`config.mk`:
```
export PLATFORM = sky130hd
export DESIGN_NAME = pipeline_ctrl
export DESIGN_NICKNAME = d
export VERILOG_FILES = /design/src/rtl/pipeline_ctrl.sv
export SDC_FILE = /design/constraint.sdc
export NUM_CORES = 1
export LEC_CHECK = 0
export ABC_CLOCK_PERIOD_IN_PS = 4980
export BUFFER_PORTS_ARGS = -buffer_cell sky130_fd_sc_hd__buf_2
export CAP_MARGIN = 20
export CORE_MARGIN = 5
export CORE_UTILIZATION = 40
export CTS_BUF_LIST = sky130_fd_sc_hd__clkbuf_8
export DETAILED_ROUTE_END_ITERATION = 12
export GPL_TIMING_DRIVEN = 0
export PLACE_DENSITY = 0.68
export SETUP_SLACK_MARGIN = 0.4
export SYNTH_ARGS = -nofsm -noshare
export SYNTH_HDL_FRONTEND = slang
export SYNTH_SLANG_ARGS = --single-unit
```
`constraint.sdc`:
```
create_clock -name CLK -period 4.98 [get_ports CLK]
set_input_delay 0.498 -clock CLK [delete_from_list [all_inputs] [get_ports CLK]]
set_output_delay 0.498 -clock CLK [all_outputs]
set_load 0.02 [all_outputs]
```
`src/rtl/pipeline_ctrl.sv`:
```
// Control-word pipeline (ID/EX, EX/MEM, MEM/WB) with load-use stall,
// branch/jump flush and EX-stage forwarding selects.
//
// Ports:
//   CLK, RST           clock, synchronous active-high reset
//   id_*               decoder outputs and register fields of the ID instruction
//   ex_Zero            ALU zero flag of the EX instruction
//   ex_*, mem_*, wb_*  registered control word per stage
//   pc_write           PC load enable
//   ifid_write         IF/ID load enable
//   ifid_flush         IF/ID clears to NOP on the next edge
//   pc_src             00 PC+4, 01 branch target, 10 jump target
//   fwd_a, fwd_b       ALU operand select: 00 regfile, 10 EX/MEM, 01 MEM/WB
module pipeline_ctrl (
  input  logic       CLK,
  input  logic       RST,
  input  logic       id_RegDst,
  input  logic       id_Jump,
  input  logic       id_Branch,
  input  logic       id_MemRead,
  input  logic       id_MemtoReg,
  input  logic       id_MemWrite,
  input  logic       id_ALUSrc,
  input  logic       id_RegWrite,
  input  logic [1:0] id_ALUOp,
  input  logic [4:0] id_rs,
  input  logic [4:0] id_rt,
  input  logic [4:0] id_rd,
  input  logic       ex_Zero,
  output logic       ex_ALUSrc,
  output logic [1:0] ex_ALUOp,
  output logic       ex_Branch,
  output logic [4:0] ex_rs,
  output logic [4:0] ex_rt,
  output logic [4:0] ex_dst,
  output logic       mem_MemRead,
  output logic       mem_MemWrite,
  output logic       mem_RegWrite,
  output logic       mem_MemtoReg,
  output logic [4:0] mem_dst,
  output logic       wb_RegWrite,
  output logic       wb_MemtoReg,
  output logic [4:0] wb_dst,
  output logic       pc_write,
  output logic       ifid_write,
  output logic       ifid_flush,
  output logic [1:0] pc_src,
  output logic [1:0] fwd_a,
  output logic [1:0] fwd_b
);

  typedef struct packed {
    logic       reg_write;
    logic       mem_to_reg;
    logic       mem_read;
    logic       mem_write;
    logic       branch;
    logic       alu_src;
    logic [1:0] alu_op;
    logic [4:0] rs;
    logic [4:0] rt;
    logic [4:0] dst;
  } id_ex_t;

  typedef struct packed {
    logic       reg_write;
    logic       mem_to_reg;
    logic       mem_read;
    logic       mem_write;
    logic [4:0] dst;
  } ex_mem_t;

  typedef struct packed {
    logic       reg_write;
    logic       mem_to_reg;
    logic [4:0] dst;
  } mem_wb_t;

  id_ex_t  ex_q, ex_d;
  ex_mem_t mem_q, mem_d;
  mem_wb_t wb_q, wb_d;

  logic bt, lu, jt;
  logic rt_used;

  // rt is a source only for R-type, stores and branches
  assign rt_used = id_RegDst | id_MemWrite | id_Branch;

  // hazards are masked during reset so the front end free-runs
  always_comb begin
    bt = !RST && ex_q.branch && ex_Zero;
    lu = !RST && ex_q.mem_read && (ex_q.dst != 5'd0) && !id_Jump
         && ((ex_q.dst == id_rs)
             || ((ex_q.dst == id_rt) && rt_used));
    jt = !RST && id_Jump && !bt;
  end

  always_comb begin
    pc_write   = 1'b1;
    ifid_write = 1'b1;
    ifid_flush = 1'b0;
    pc_src     = 2'b00;
    priority case (1'b1)
      bt: begin
        pc_src     = 2'b01;
        ifid_flush = 1'b1;
      end
      lu: begin
        pc_write   = 1'b0;
        ifid_write = 1'b0;
      end
      jt: begin
        pc_src     = 2'b10;
        ifid_flush = 1'b1;
      end
      default: ;
    endcase
  end

  always_comb begin
    ex_d.reg_write  = id_RegWrite;
    ex_d.mem_to_reg = id_MemtoReg;
    ex_d.mem_read   = id_MemRead;
    ex_d.mem_write  = id_MemWrite;
    ex_d.branch     = id_Branch;
    ex_d.alu_src    = id_ALUSrc;
    ex_d.alu_op     = id_ALUOp;
    ex_d.rs         = id_rs;
    ex_d.rt         = id_rt;
    ex_d.dst        = id_RegDst ? id_rd : id_rt;
    // a jump carries its own word but must not write anything
    if (jt) begin
      ex_d.reg_write = 1'b0;
      ex_d.mem_read  = 1'b0;
      ex_d.mem_write = 1'b0;
    end
    if (bt || lu) ex_d = '0;
  end

  always_comb begin
    mem_d.reg_write  = ex_q.reg_write;
    mem_d.mem_to_reg = ex_q.mem_to_reg;
    mem_d.mem_read   = ex_q.mem_read;
    mem_d.mem_write  = ex_q.mem_write;
    mem_d.dst        = ex_q.dst;
    wb_d.reg_write   = mem_q.reg_write;
    wb_d.mem_to_reg  = mem_q.mem_to_reg;
    wb_d.dst         = mem_q.dst;
  end

  always_ff @(posedge CLK) begin
    if (RST) begin
      ex_q  <= '0;
      mem_q <= '0;
      wb_q  <= '0;
    end else begin
      ex_q  <= ex_d;
      mem_q <= mem_d;
      wb_q  <= wb_d;
    end
  end

  function automatic logic [1:0] fwd_sel(input logic [4:0] src);
    if (mem_q.reg_write && mem_q.dst != 5'd0 && mem_q.dst == src)
      return 2'b10;
    else if (wb_q.reg_write && wb_q.dst != 5'd0 && wb_q.dst == src)
      return 2'b01;
    else
      return 2'b00;
  endfunction

  always_comb begin
    fwd_a = 2'b00;
    fwd_b = 2'b00;
    if (!RST) begin
      fwd_a = fwd_sel(ex_q.rs);
      fwd_b = fwd_sel(ex_q.rt);
    end
  end

  assign ex_ALUSrc    = ex_q.alu_src;
  assign ex_ALUOp     = ex_q.alu_op;
  assign ex_Branch    = ex_q.branch;
  assign ex_rs        = ex_q.rs;
  assign ex_rt        = ex_q.rt;
  assign ex_dst       = ex_q.dst;
  assign mem_MemRead  = mem_q.mem_read;
  assign mem_MemWrite = mem_q.mem_write;
  assign mem_RegWrite = mem_q.reg_write;
  assign mem_MemtoReg = mem_q.mem_to_reg;
  assign mem_dst      = mem_q.dst;
  assign wb_RegWrite  = wb_q.reg_write;
  assign wb_MemtoReg  = wb_q.mem_to_reg;
  assign wb_dst       = wb_q.dst;

endmodule

```
Yosys cells after proc, flatten, opt, wreduce, memory -nomap -nowiden

Index checks and enable logic that the tools add are counted.

Add/sub/neg operators: 0
Reduce and logical (&&, ||, !) cells: 25
Eq/ne operators: 6
Bitwise logic cells: 2
Div/mod/pow operators: 0
Shift-type cells: 0
$mul: 0
$lt $le $gt $ge: 0
Mux-type cells: 15

Operators by type and width:

| cell                | number |
|---|---|
| equality test 5 bit | 6 |
| logical AND 1 bit   | 15 |
| nonzero test 5 bit  | 3 |
| two-way mux 2 bit   | 7 |
| two-way mux 1 bit   | 7 |
| two-way mux 5 bit   | 1 |
| zero test 1 bit     | 3 |
| OR reduction 3 bit  | 1 |
| logical OR 1 bit    | 2 |
| OR 1 bit            | 2 |
| OR reduction 2 bit  | 1 |

Flip-flop bits (word level): 39
Bits of input ports: 28
Bits in latches: 0
Output and inout bits: 44
Bits in writable memories: 0
Memories kept: 0
Memory bits (read-only): 0

Depth between registers and ports, before layout

Word-level depth: 8
Gate-level depth with buffers: 6

Worst setup path before layout

No wires, ideal clock.

Path kind: register to output
From: reg mem_q, in the netlist mem_dst[1]
To: out fwd_a[0]
Arrival: 1.964 ns
Path slack: 2.518 ns
Required time: 4.482 ns
Stages on the path, launching flop included: 5
Cells stage by stage: dfxtp_1 > or4_1 > o21ai_1 > nor3_1 > nor4_1

Word-level cells in the longest chain between the ends: 5

RTL lines:

| what                   | RTL line | RTL |
|---|---|---|
| from (decl)            | 80       | `ex_mem_t mem_q, mem_d;` |
| from (signal assigned) | 158      | `mem_q <= mem_d;` |
| nonzero test 5 bit     | 164      | `if (mem_q.reg_write && mem_q.dst != 5'd0 && mem_q.dst == src)` |
| logical AND 1 bit      | 164      |  |
| logical AND 1 bit *    | 164      |  |
| two-way mux 2 bit *    | 164      |  |
| two-way mux 2 bit *    | 175      | `if (!RST) begin` |
| to (decl)              | 48       | `output logic [1:0] fwd_a,` |

Mark *: on every way between the ends. The rest lies on a longest branch, timed or not.

Worst setup path in the final report

From: reg ex_q, in the netlist ex_dst[4]
To: out pc_write

Word-level cells in the longest chain between the ends: 6

RTL lines:

| what                                                             | RTL line | RTL |
|---|---|---|
| from (decl)                                                      | 79       | `id_ex_t ex_q, ex_d;` |
| from (signal assigned)                                           | 153      | `ex_q <= '0;` |
| from (signal assigned)                                           | 157      | `ex_q <= ex_d;` |
| equality test 5 bit / nonzero test 5 bit (equally long branches) | 94, 92   |  |
| logical AND 1 bit (on tied branches)                             | 94, 92   |  |
| logical OR 1 bit / logical AND 1 bit (equally long branches)     | 94, 92   |  |
| logical AND 1 bit *                                              | 93       | `&& ((ex_q.dst == id_rs)` |
| two-way mux 1 bit * (2 in series)                                | 103      | `priority case (1'b1)` |
| to (decl)                                                        | 44       | `output logic pc_write,` |

Marks and branches as above.

==> results.md <==
- Status: completed
- Cts repair resizes: 0
- Initial Util: 41.3%
- Bufs on Longest Clock Path: 2
- Die width: 77.0 um
- Nets: 295
- CP required: 4480 ps
- Via count: between 1.5k and 2k
- Fin. Hold Viols: 0
- Post-DP Area: ~2200 um^2
- Leakage: 1.15 nW
- Final min period: about 2800 ps
- Number of global-route vias before repair: roughly 1.5k
- Worst setup path class: register to output port
- CTS tree: done
- Clk Latency, worst-skew pair: 290 ps
- Hold Startpoint: id_Jump
- Maximum clock rate: 362 MHz
- H-tree depth: 2
- Cell area after layout: approximately 2300 um^2
- Worst Setup Start Kind: register
- Slew Limit Fails: 0
- Worst Reg-to-Reg Cells: 5
- Worst slew pin tran: around 510 ps
- Hold depth: 2
- Post-CTS Setup Repair Bufs: 0
- Std cell rows: 24
- DR WL/cell: 13.8 um
- Post-synth top flop: dfxtp_1
- Antenna violations before repair: 0
- DRT iter0 DRCs: 47
- Core area: 4350 um^2
- Fin cells: 320
- PD cells: 315 nW/um^2
- I/O Pins: 72
- Switching Power: 0.188 mW
- Slew Limit Headroom: 66.3%
- Drt total wl: approximately 4400 um
- Num CTS Buffers: 5
- FF-to-FF Start: ex_dst[4]
- Worst vdd ir: 0.162 mV
- Synth unique cells: 27
- Layout fillers: 415
- Reg2reg end: ex_rt[0]
- Vias per inst: 4.90
- Post-route setup TNS: 0 ps
- Mapped cell area: around 1800 um^2
- Hold bufs inserted after CTS: 0
- Most area-consuming cells after synthesis: dfxtp_1 (43%), xnor2_1 (9.7%), buf_4 (7.9%)
- Routability cong.: 0.811
- Worst-path fanout max: 10
- Setup Viol. Count Final: 0
- CP endpoint kind: output port
- Cell taking the most area after synthesis: dfxtp_1
- Internal: 0.546 mW
- Grt total ovfl: 0
- Die area: approximately 5900 um^2
- Placed Cells: 312
- Crit share post-route: 55.4%
- Reg power frac: 46.9%
- Synth cell count leaders: dfxtp_1 (39), xnor2_1 (20), buf_4 (19)
- WP data arrival: ~2300 ps
- Reg2reg setup slack: 3130 ps
- Largest net degree at the start of global routing: 13
- Fin Clk Skew: 5.83 ps
- Clock Power Share: about 36%
- Ys Warns: 0
- First-pass GRT wire length: 7260 um
- Net Sw Frac: between 20% and 30%
- Clock Sinks: 39
- Post-DRT Antenna Nets: 0
- Area growth syn-to-layout: 29.6%
- Seq cells post-synth: 39
- Layout cells sized above 1: 38.4%
- Gr usage total: 15.2%
- Worst-path clk slew: 70 ps
- RSZ-0062 raised after global routing: no
- Mapped Cells: between 150 and 200
- Syn_nets: about 220
- Number of diodes: 0
- Hold Path End: ex_q[20]
- Post-synth top area share: 43.4%
- Drt first pass iters: 4
- Max Cap Viol: 0
- Most common cell in the netlist: dfxtp_1
- Ys async rst share: 0%
- Detailed Place HPWL: 3500 um
- DR DRC count: 0
- Die Ht: 77.0 um
- Hold WC Path Type: input port to register
- Number of synthesized flops with an enable pin: 0
- Mean Syn Cell Area: 9.46 um^2
- Seq/Total Area, Yosys: between 40% and 50%
- Combinational Power Share: 16.7%
- Clk root buf: clkbuf_8
- Port bufs: 70
==> worst max path at each step <==
stage | from | end | slack, ps | cells after the start
finish | ex_dst[4] | pc_write | 2220 | 7
global route | ex_dst[0] | pc_write | 2050 | 7
CTS | ex_dst[0] | pc_write | 2220 | 7
detailed placement | id_rt[0] | pc_write | 2360 | 8
global placement | id_rt[0] | pc_write | 2340 | 8
floorplan | mem_dst[1] | fwd_a[0] | 2520 | 4
==> critical path, cell delays in order (launching register included) <==
cell and delay, ps:
dfxtp_1 460, xnor2_1 150, o31ai_1 100, o22ai_1 400, clkbuf_1 410, nand3b_1 160, buf_4 160, buf_2 150
==> placed cells by master (no fill, tap or decap) <==
cell type and count:
clkbuf_1 7, a2111oi_1 3, nor4_1 4, o211a_1 1, nor2_1 2, a21oi_1 16, nor2b_1 16, nand4_1 1
o211ai_1 1, inv_1 4, o31ai_1 1, o21ai_1 1, buf_4 19, nand3_1 18, dfxtp_1 39, nand3b_1 1
a211oi_2 4, clkinv_1 1, or4_1 5, clkinv_2 1, nand2_1 5, nor3_1 2, a211oi_1 1, xnor2_1 20
xor2_1 10, bufinv_16 1, clkbuf_8 6, mux2i_1 5, o22ai_1 1, buf_2 72
==> state kept, by name, summed over array words and instances (netlist names), 2 cells and up <==
| signal | count |
|---|---|
| ex_ALUOp | 2 |
| ex_dst | 5 |
| ex_q | 4 |
| ex_rs | 5 |
| ex_rt | 5 |
| mem_dst | 5 |
| wb_dst | 5 |
==> per-layer routing <==
metal | global-route usage, % | up-vias | wire (um)
li1 | - | 786 | -
met1 | 19.4 | 707 | 1910
met2 | 23.9 | 66 | 2040
met3 | 5.15 | 9 | 394
met4 | 5.33 | 0 | 82
met5 | 0 | - | 0
==> through the flow <==
| stage | worst slack (ps) | hold WS (ps) | power (mW) | utilization [%] |
|---|---|---|---|---|
| 6_report | 2220 | 426 | 0.733 | 53.5 |
| 5_1_grt | 2050 | 423 | 0.766 | 53.5 |
| 4_1_cts | 2220 | 412 | 0.744 | 53.5 |
| 3_5_place_dp | 2360 | 428 | 0.474 | 50.8 |
| 3_3_place_gp | 2340 | 418 | 0.473 | 50.8 |
| 2_1_floorplan | 2520 | 414 | 0.431 | - |
==> power groups by stage <==
stage / clock network [mW] / registers (mW) / logic [mW]
after global routing: 0.287 / 0.346 / 0.133
after detailed placement: 0 / 0.351 / 0.123
final: 0.267 / 0.344 / 0.122
after global placement: 0 / 0.351 / 0.122
after floorplan: 0 / 0.353 / 0.0778
after CTS: 0.276 / 0.344 / 0.124
==> cells by family (layout without fill, tap and decap cells) <==
group / count (synthesis) / after routing / share of synthesized area [%]
AND/OR/NAND/NOR: 54 / 54 / 16.8
multiplexers: 5 / 5 / 2.78
AO/OA/AOI/OAI: 29 / 29 / 11.3
flip-flops: 39 / 39 / 43.4
XOR/XNOR: 30 / 30 / 14.6
buffers and inverters: 33 / 111 / 11.0
==> layout make-up <==
| type | instances | area (um^2) | share of cell area, % |
|---|---|---|---|
| plain buffers | 28 | 179 | 7.68 |
| inverters | 5 | 18.8 | 0.805 |
| flip-flops and latches | 39 | 781 | 33.5 |
| well taps | 52 | 65.1 | 2.79 |
| clock inverters | 2 | 35.0 | 1.50 |
| clock buffers | 6 | 82.6 | 3.54 |
| multi-input cells | 118 | 820 | 35.2 |
| repair buffers | 70 | 350 | 15.0 |
Power figures use the tool's default switching activity.
